$ cat config.mk
export PLATFORM = sky130hd
export DESIGN_NAME = output_port_allocator
export DESIGN_NICKNAME = d
export VERILOG_FILES = /design/src/rtl/router_pkg.sv /design/src/rtl/rr_arbiter.sv /design/src/rtl/output_port_allocator.sv
export SDC_FILE = /design/constraint.sdc
export NUM_CORES = 1
export LEC_CHECK = 0
export ABC_AREA = 1
export ABC_CLOCK_PERIOD_IN_PS = 5300
export BUFFER_PORTS_ARGS = -buffer_cell sky130_fd_sc_hd__buf_4
export CORE_ASPECT_RATIO = 0.9
export CORE_MARGIN = 10
export CORE_UTILIZATION = 51
export DETAILED_ROUTE_END_ITERATION = 8
export PLACE_DENSITY = 0.67
export SLEW_MARGIN = 20
export SYNTH_ARGS = -nofsm -noshare
export SYNTH_HDL_FRONTEND = slang
export SYNTH_SLANG_ARGS = --single-unit
$ cat constraint.sdc
create_clock -name clk_noc -period 5.3 [get_ports clk_noc]
set_input_delay 0.265 -clock clk_noc [delete_from_list [all_inputs] [get_ports clk_noc]]
set_output_delay 0.265 -clock clk_noc [all_outputs]
set_load 0.01 [all_outputs]
$ cat src/rtl/router_pkg.sv
// Shared router definitions: port numbering, route index width, output FSM states.
// Latency: none (types and constants only).
// Backpressure: not applicable.
package router_pkg;

   localparam int ROUTE_WIDTH = 3;

   typedef enum logic [ROUTE_WIDTH-1:0] {
      LOCAL = 3'd0,
      NORTH = 3'd1,
      SOUTH = 3'd2,
      EAST  = 3'd3,
      WEST  = 3'd4
   } port_e;

   typedef enum logic {
      OUT_IDLE   = 1'b0,
      OUT_LOCKED = 1'b1
   } out_state_e;

endpackage

$ cat src/rtl/rr_arbiter.sv
// Round-robin pick: first requester at or after ptr (wrapping) gets a one-hot grant.
// Latency: purely combinational, zero cycles.
// Backpressure: none; the caller decides whether the grant is used.
module rr_arbiter #(
   parameter int N  = 5,
   parameter int PW = (N > 1) ? $clog2(N) : 1
) (
   input  logic [N-1:0]  req,
   input  logic [PW-1:0] ptr,
   output logic [N-1:0]  gnt
);

   logic found;

   // Scan upward from the pointer with wrap-around; the first requester wins.
   always_comb begin
      gnt   = '0;
      found = 1'b0;
      for (int k = 0; k < N; k++) begin
         if (!found && req[(int'(ptr) + k) % N]) begin
            gnt[(int'(ptr) + k) % N] = 1'b1;
            found                    = 1'b1;
         end
      end
   end

endmodule

$ cat src/rtl/output_port_allocator.sv
// Wormhole output allocator: per-output round-robin/lock FSM with downstream credit counting.
// Latency: grant/send_out/out_sel are combinational (zero-cycle); state moves on the clk_noc edge.
// Backpressure: an output only sends while it holds a credit; non-granted inputs simply keep requesting.
module output_port_allocator
   import router_pkg::*;
#(
   parameter int NUM_INPUTS        = 5,
   parameter int NUM_OUTPUTS       = 5,
   parameter int FLIT_BUFFER_DEPTH = 1,
   parameter int ROUTE_WIDTH       = router_pkg::ROUTE_WIDTH
) (
   input  logic                                           clk_noc,
   input  logic                                           rst_noc,
   input  logic [0:NUM_INPUTS-1]                          req_valid,
   input  logic [0:NUM_INPUTS-1][ROUTE_WIDTH-1:0]         req_route,
   input  logic [0:NUM_INPUTS-1]                          req_is_tail,
   input  logic [0:NUM_INPUTS-1][0:NUM_OUTPUTS-1]         disable_turns,
   input  logic [0:NUM_OUTPUTS-1]                         credit_in,
   output logic [0:NUM_INPUTS-1]                          grant,
   output logic [0:NUM_OUTPUTS-1]                         send_out,
   output logic [0:NUM_OUTPUTS-1][$clog2(NUM_INPUTS)-1:0] out_sel,
   output logic [0:NUM_OUTPUTS-1]                         out_locked,
   output logic                                           err_sticky
);

   localparam int            SEL_W      = $clog2(NUM_INPUTS);
   localparam int            CW         = $clog2(FLIT_BUFFER_DEPTH + 1);
   localparam logic [CW-1:0] CREDIT_MAX = CW'(FLIT_BUFFER_DEPTH);

   out_state_e            state_q  [NUM_OUTPUTS];
   out_state_e            state_d  [NUM_OUTPUTS];
   logic [SEL_W-1:0]      owner_q  [NUM_OUTPUTS];
   logic [SEL_W-1:0]      owner_d  [NUM_OUTPUTS];
   logic [SEL_W-1:0]      ptr_q    [NUM_OUTPUTS];
   logic [SEL_W-1:0]      ptr_d    [NUM_OUTPUTS];
   logic [CW-1:0]         credit_q [NUM_OUTPUTS];
   logic [CW-1:0]         credit_d [NUM_OUTPUTS];
   logic                  err_q;
   logic                  err_d;

   logic [NUM_INPUTS-1:0] elig     [NUM_OUTPUTS];
   logic [NUM_INPUTS-1:0] arb_gnt  [NUM_OUTPUTS];
   logic [NUM_INPUTS-1:0] win_oh   [NUM_OUTPUTS];
   logic [SEL_W-1:0]      win_idx  [NUM_OUTPUTS];

   // Per-output request columns: valid, routed here, and the turn is allowed.
   always_comb begin
      for (int o = 0; o < NUM_OUTPUTS; o++) begin
         elig[o] = '0;
         for (int i = 0; i < NUM_INPUTS; i++) begin
            elig[o][i] = req_valid[i] && (int'(req_route[i]) == o) && !disable_turns[i][o];
         end
      end
   end

   for (genvar g = 0; g < NUM_OUTPUTS; g++) begin : g_arb
      rr_arbiter #(
         .N  (NUM_INPUTS),
         .PW (SEL_W)
      ) u_rr (
         .req (elig[g]),
         .ptr (ptr_q[g]),
         .gnt (arb_gnt[g])
      );
   end

   // Winner per output: round-robin when idle, only the owner when locked, nobody without credit or in reset.
   always_comb begin
      for (int o = 0; o < NUM_OUTPUTS; o++) begin
         win_oh[o]  = '0;
         win_idx[o] = '0;
         if (!rst_noc && (credit_q[o] != '0)) begin
            if (state_q[o] == OUT_IDLE) begin
               win_oh[o] = arb_gnt[o];
            end else begin
               win_oh[o][owner_q[o]] = elig[o][owner_q[o]];
            end
         end
         for (int i = 0; i < NUM_INPUTS; i++) begin
            if (win_oh[o][i]) begin
               win_idx[o] = SEL_W'(i);
            end
         end
      end
   end

   // Crossbar and pop outputs; routes are unique per input so the OR never merges two grants.
   always_comb begin
      grant      = '0;
      send_out   = '0;
      out_sel    = '0;
      out_locked = '0;
      for (int o = 0; o < NUM_OUTPUTS; o++) begin
         send_out[o]   = |win_oh[o];
         out_sel[o]    = win_idx[o];
         out_locked[o] = !rst_noc && (state_q[o] == OUT_LOCKED);
         for (int i = 0; i < NUM_INPUTS; i++) begin
            grant[i] = grant[i] | win_oh[o][i];
         end
      end
   end

   assign err_sticky = err_q;

   // Next state: lock/unlock on head/tail, advance pointer on idle grants, count credits, latch errors.
   always_comb begin
      err_d = err_q;
      for (int i = 0; i < NUM_INPUTS; i++) begin
         if (req_valid[i]) begin
            if (int'(req_route[i]) >= NUM_OUTPUTS) begin
               err_d = 1'b1;
            end else if (disable_turns[i][req_route[i]]) begin
               err_d = 1'b1;
            end
         end
      end
      for (int o = 0; o < NUM_OUTPUTS; o++) begin
         state_d[o]  = state_q[o];
         owner_d[o]  = owner_q[o];
         ptr_d[o]    = ptr_q[o];
         credit_d[o] = credit_q[o];
         if (send_out[o]) begin
            if (state_q[o] == OUT_IDLE) begin
               ptr_d[o] = (int'(win_idx[o]) == NUM_INPUTS - 1) ? '0 : win_idx[o] + SEL_W'(1);
               if (!req_is_tail[win_idx[o]]) begin
                  state_d[o] = OUT_LOCKED;
                  owner_d[o] = win_idx[o];
               end
            end else if (req_is_tail[win_idx[o]]) begin
               state_d[o] = OUT_IDLE;
            end
         end
         // A return in the same cycle as a send is absorbed by that send, so only an
         // unmatched return into a full counter is an overflow.
         if (send_out[o] && !credit_in[o]) begin
            credit_d[o] = credit_q[o] - CW'(1);
         end else if (!send_out[o] && credit_in[o]) begin
            if (credit_q[o] == CREDIT_MAX) begin
               err_d = 1'b1;
            end else begin
               credit_d[o] = credit_q[o] + CW'(1);
            end
         end
      end
   end

   // State registers; reset drops every lock at once and refills the credit counters.
   always_ff @(posedge clk_noc or posedge rst_noc) begin
      if (rst_noc) begin
         for (int o = 0; o < NUM_OUTPUTS; o++) begin
            state_q[o]  <= OUT_IDLE;
            owner_q[o]  <= '0;
            ptr_q[o]    <= '0;
            credit_q[o] <= CREDIT_MAX;
         end
         err_q <= 1'b0;
      end else begin
         for (int o = 0; o < NUM_OUTPUTS; o++) begin
            state_q[o]  <= state_d[o];
            owner_q[o]  <= owner_d[o];
            ptr_q[o]    <= ptr_d[o];
            credit_q[o] <= credit_d[o];
         end
         err_q <= err_d;
      end
   end

endmodule
==> results.ini <==
[layout]
nNetsFinal=2660
areaGrowthSynthToFinish_pct=11.0
regArea_mm2=0.00104
final_core_util_pct=57.9
layout-drive-gt1-share_pct=13.8
multiInputGateArea_mm2=0.0107
n_antenna_cell=0
fill_cells=2564

[global_route]
grt_first_pass_wirelength_mm=71.6
grt_pass1_vias=14400
grt_max_degree=42
antenna_found_initial=0
grt_use_total_pct=25.7
gr-total-overflow=0

[cts]
cts_buffers=5
insertion_delay_ns=0.31
clock-sinks=41
clkTransAtPathRegs_ns=0.07
cts_max_level=2
cts_tree=yes
clockBufferDepth=2
root_buffer=clkbuf_16
postCtsHoldBufs=0

[critical_path]
rrSetupSlack_ns=0.49
cp_slowest_cell=dfrtp_1
rr_endpoint=err_sticky
cp_top_family=simple AND/OR/NAND/NOR gates
critPathCaptureType=output pin
reg2reg_depth=35
arrival_ns=4.57
cp_max_fo=9
path_buf_inv=6
crit_type=reg -> out
crit_top_cell=nand2_1
cpPeakStageDelay_ns=0.59
crit_required_ns=5.04
regToRegStartpoint=ptr_q[4]
start_kind=register

[yosys]
synth-async-reset-ratio_pct=100
synth-xor-area-share_pct=2.44
syn-num-nets=2559
synth_mux_area_share_pct=0
synth-simple-area-share_pct=50.6
yosys.area_share.adder_pct=14.1
ys_ff_latch=41
syn_area_per_cell_um2=5.63
netlist_instances=2353
synth_top_family_by_area=simple AND/OR/NAND/NOR gates
synth_area_mm2=0.0133
synth.distinct_cells=68
yosys_warnings=0
yosysSeqAreaShare_pct=7.79
yosys_most_used_dff=dfrtp_1
synth_edf_count=0
synth_compound_area_share_pct=13.1

[timing]
fin_tns_setup_ns=0
tightestPinTransition_ns=0.927
period_share_pct=91.2
maxSlewViolCount=0
finalClockSkew_ns=0.00692
fin_crit_ns=4.84
slew-limit-headroom_pct=37.7
setup_slack_ns=0.464
setup_viol=0
max_freq_mhz=207
rsz0062_at_grt=no
hold_viol=0

[hold_path]
min_path_type=in -> async

[drt]
drc=0
routed_wl_mm=43.3
dr.pass1.iters=6
via_per_inst=5.57
drt_iter0_drc=1376
avgRoutedWirePerCell_um=15.5
num_vias=15600
postRouteAntennaNets=0

[placed_design]
hpwl_mm=35.6
place_congestion=0.992
port_buffers=87
dp_slack_ns=0.156

[flow_run]
max_cap_viol_count=0

[floorplan]
die_area_mm2=0.0328
io_pins=88
core_mm2=0.0254
num_rows=55
start_util_pct=52.2
die_h_um=173
die_width_um=190

[outcome]
outcome=complete, no violations

[layout make-up]
type                    count  area share (%)
clock buffers               6           0.944
inverters                 391            10.0
multi-input cells        1898            72.8
repair buffers            117            5.97
flip-flops and latches     41            7.05
well taps                 342            2.91
clock inverters             2           0.255
[metrics by stage]
step / hold WS (ns) / area (um2) / std cells
after floorplan: 0.413 / 13300 / 2353
after global placement: 0.492 / 14400 / 2782
after detailed placement: 0.491 / 14400 / 2782
after CTS: 0.326 / 14600 / 2790
after global routing: 0.273 / 14700 / 2797
final: 0.210 / 14700 / 2797
[worst max-delay path by stage]
stage	endpoint	slack, ns	cells past startpoint	start
floorplan	err_sticky	0.55	34	ptr_q[6]
detailed placement	err_sticky	0.16	33	ptr_q[7]
finish	send_out[1]	0.46	28	ptr_q[10]
global route	err_sticky	0.02	31	ptr_q[14]
global placement	err_sticky	0.43	33	ptr_q[7]
CTS	err_sticky	0.12	33	ptr_q[7]
[cell usage after synthesis, drive strengths merged, types with 2 or more instances]
cell | number | area share, %
nand2 | 680 | 21
inv | 385 | 11
nand3 | 289 | 12
nor2 | 250 | 8.2
ha | 148 | 14
o21ai | 139 | 5.8
nand4 | 86 | 4.1
nor3 | 82 | 3.2
a21oi | 70 | 2.8
dfrtp | 36 | 6.8
xor2 | 27 | 1.9
nand3b | 20 | 1.1
a31oi | 13 | 0.61
buf | 12 | 0.57
o211ai | 12 | 0.72
clkbuf | 11 | 0.31
nor4 | 11 | 0.52
o22ai | 10 | 0.52
clkinv | 6 | 0.17
o31ai | 6 | 0.34
xnor2 | 6 | 0.54
a21boi | 5 | 0.28
dfstp | 5 | 0.99
a221oi | 4 | 0.26
a22oi | 4 | 0.23
o21bai | 4 | 0.28
a311oi | 3 | 0.20
and2 | 3 | 0.14
nor3b | 3 | 0.17
o221ai | 3 | 0.20
or2 | 3 | 0.14
a41oi | 2 | 0.13
o21a | 2 | 0.11
o32ai | 2 | 0.13
o41ai | 2 | 0.13
[sequential cells by signal, indices dropped and copies added (netlist names)]
register	cells
owner_q	15
ptr_q	15
credit_q	5
state_q	5
err_sticky	1
[cell usage in the layout, fill, tap and decap left out, types with 9 or more instances in the layout]
cell type,count
o21ai_1,47
nand3b_1,20
nand3_2,34
a21oi_1,64
xor2_1,24
o22ai_1,9
o21ai_2,14
nor2_1,219
nor2_4,13
nor3_1,79
nor2_2,16
o21ai_0,76
nand2_4,9
nand2_1,620
nand2_2,51
ha_1,148
inv_2,39
nor4_1,11
dfrtp_1,32
nand4_1,85
o211ai_1,11
a31oi_1,13
nand3_1,255
inv_1,344
buf_4,117
[logic make-up after synthesis]
kind of cell | Yosys count
xor+xnor | 33
flops | 41
simple gates | 1430
fa+ha+maj | 149
buf+inv | 414
compound gates | 286
[worst reg2reg max path, delay by kind of cell (launching register included)]
family                   cells  cell delay, ns
AO/OA/AOI/OAI                3            0.52
adder cells (fa/ha/maj)      4            0.92
buffers and inverters        8            0.58
flip-flops                   1            0.49
AND/OR/NAND/NOR             20            2.15
[per-layer routing]
metal,track usage [%],part of all wire [%]
met3,4.10,6.9
met5,0,0
met1,34.1,46
met2,41.5,45
met4,8.29,2.7
[repair_timing]
item / in CTS / in global routing
resized for setup: 0 / 27
endpoints found under the setup margin: 0 / 30
endpoints found under the hold margin: 0 / 0
buffers inserted: 0 / 7
Power is not shown: default switching activity piles up to over one toggle a cycle in this logic, so the estimate is an artifact.
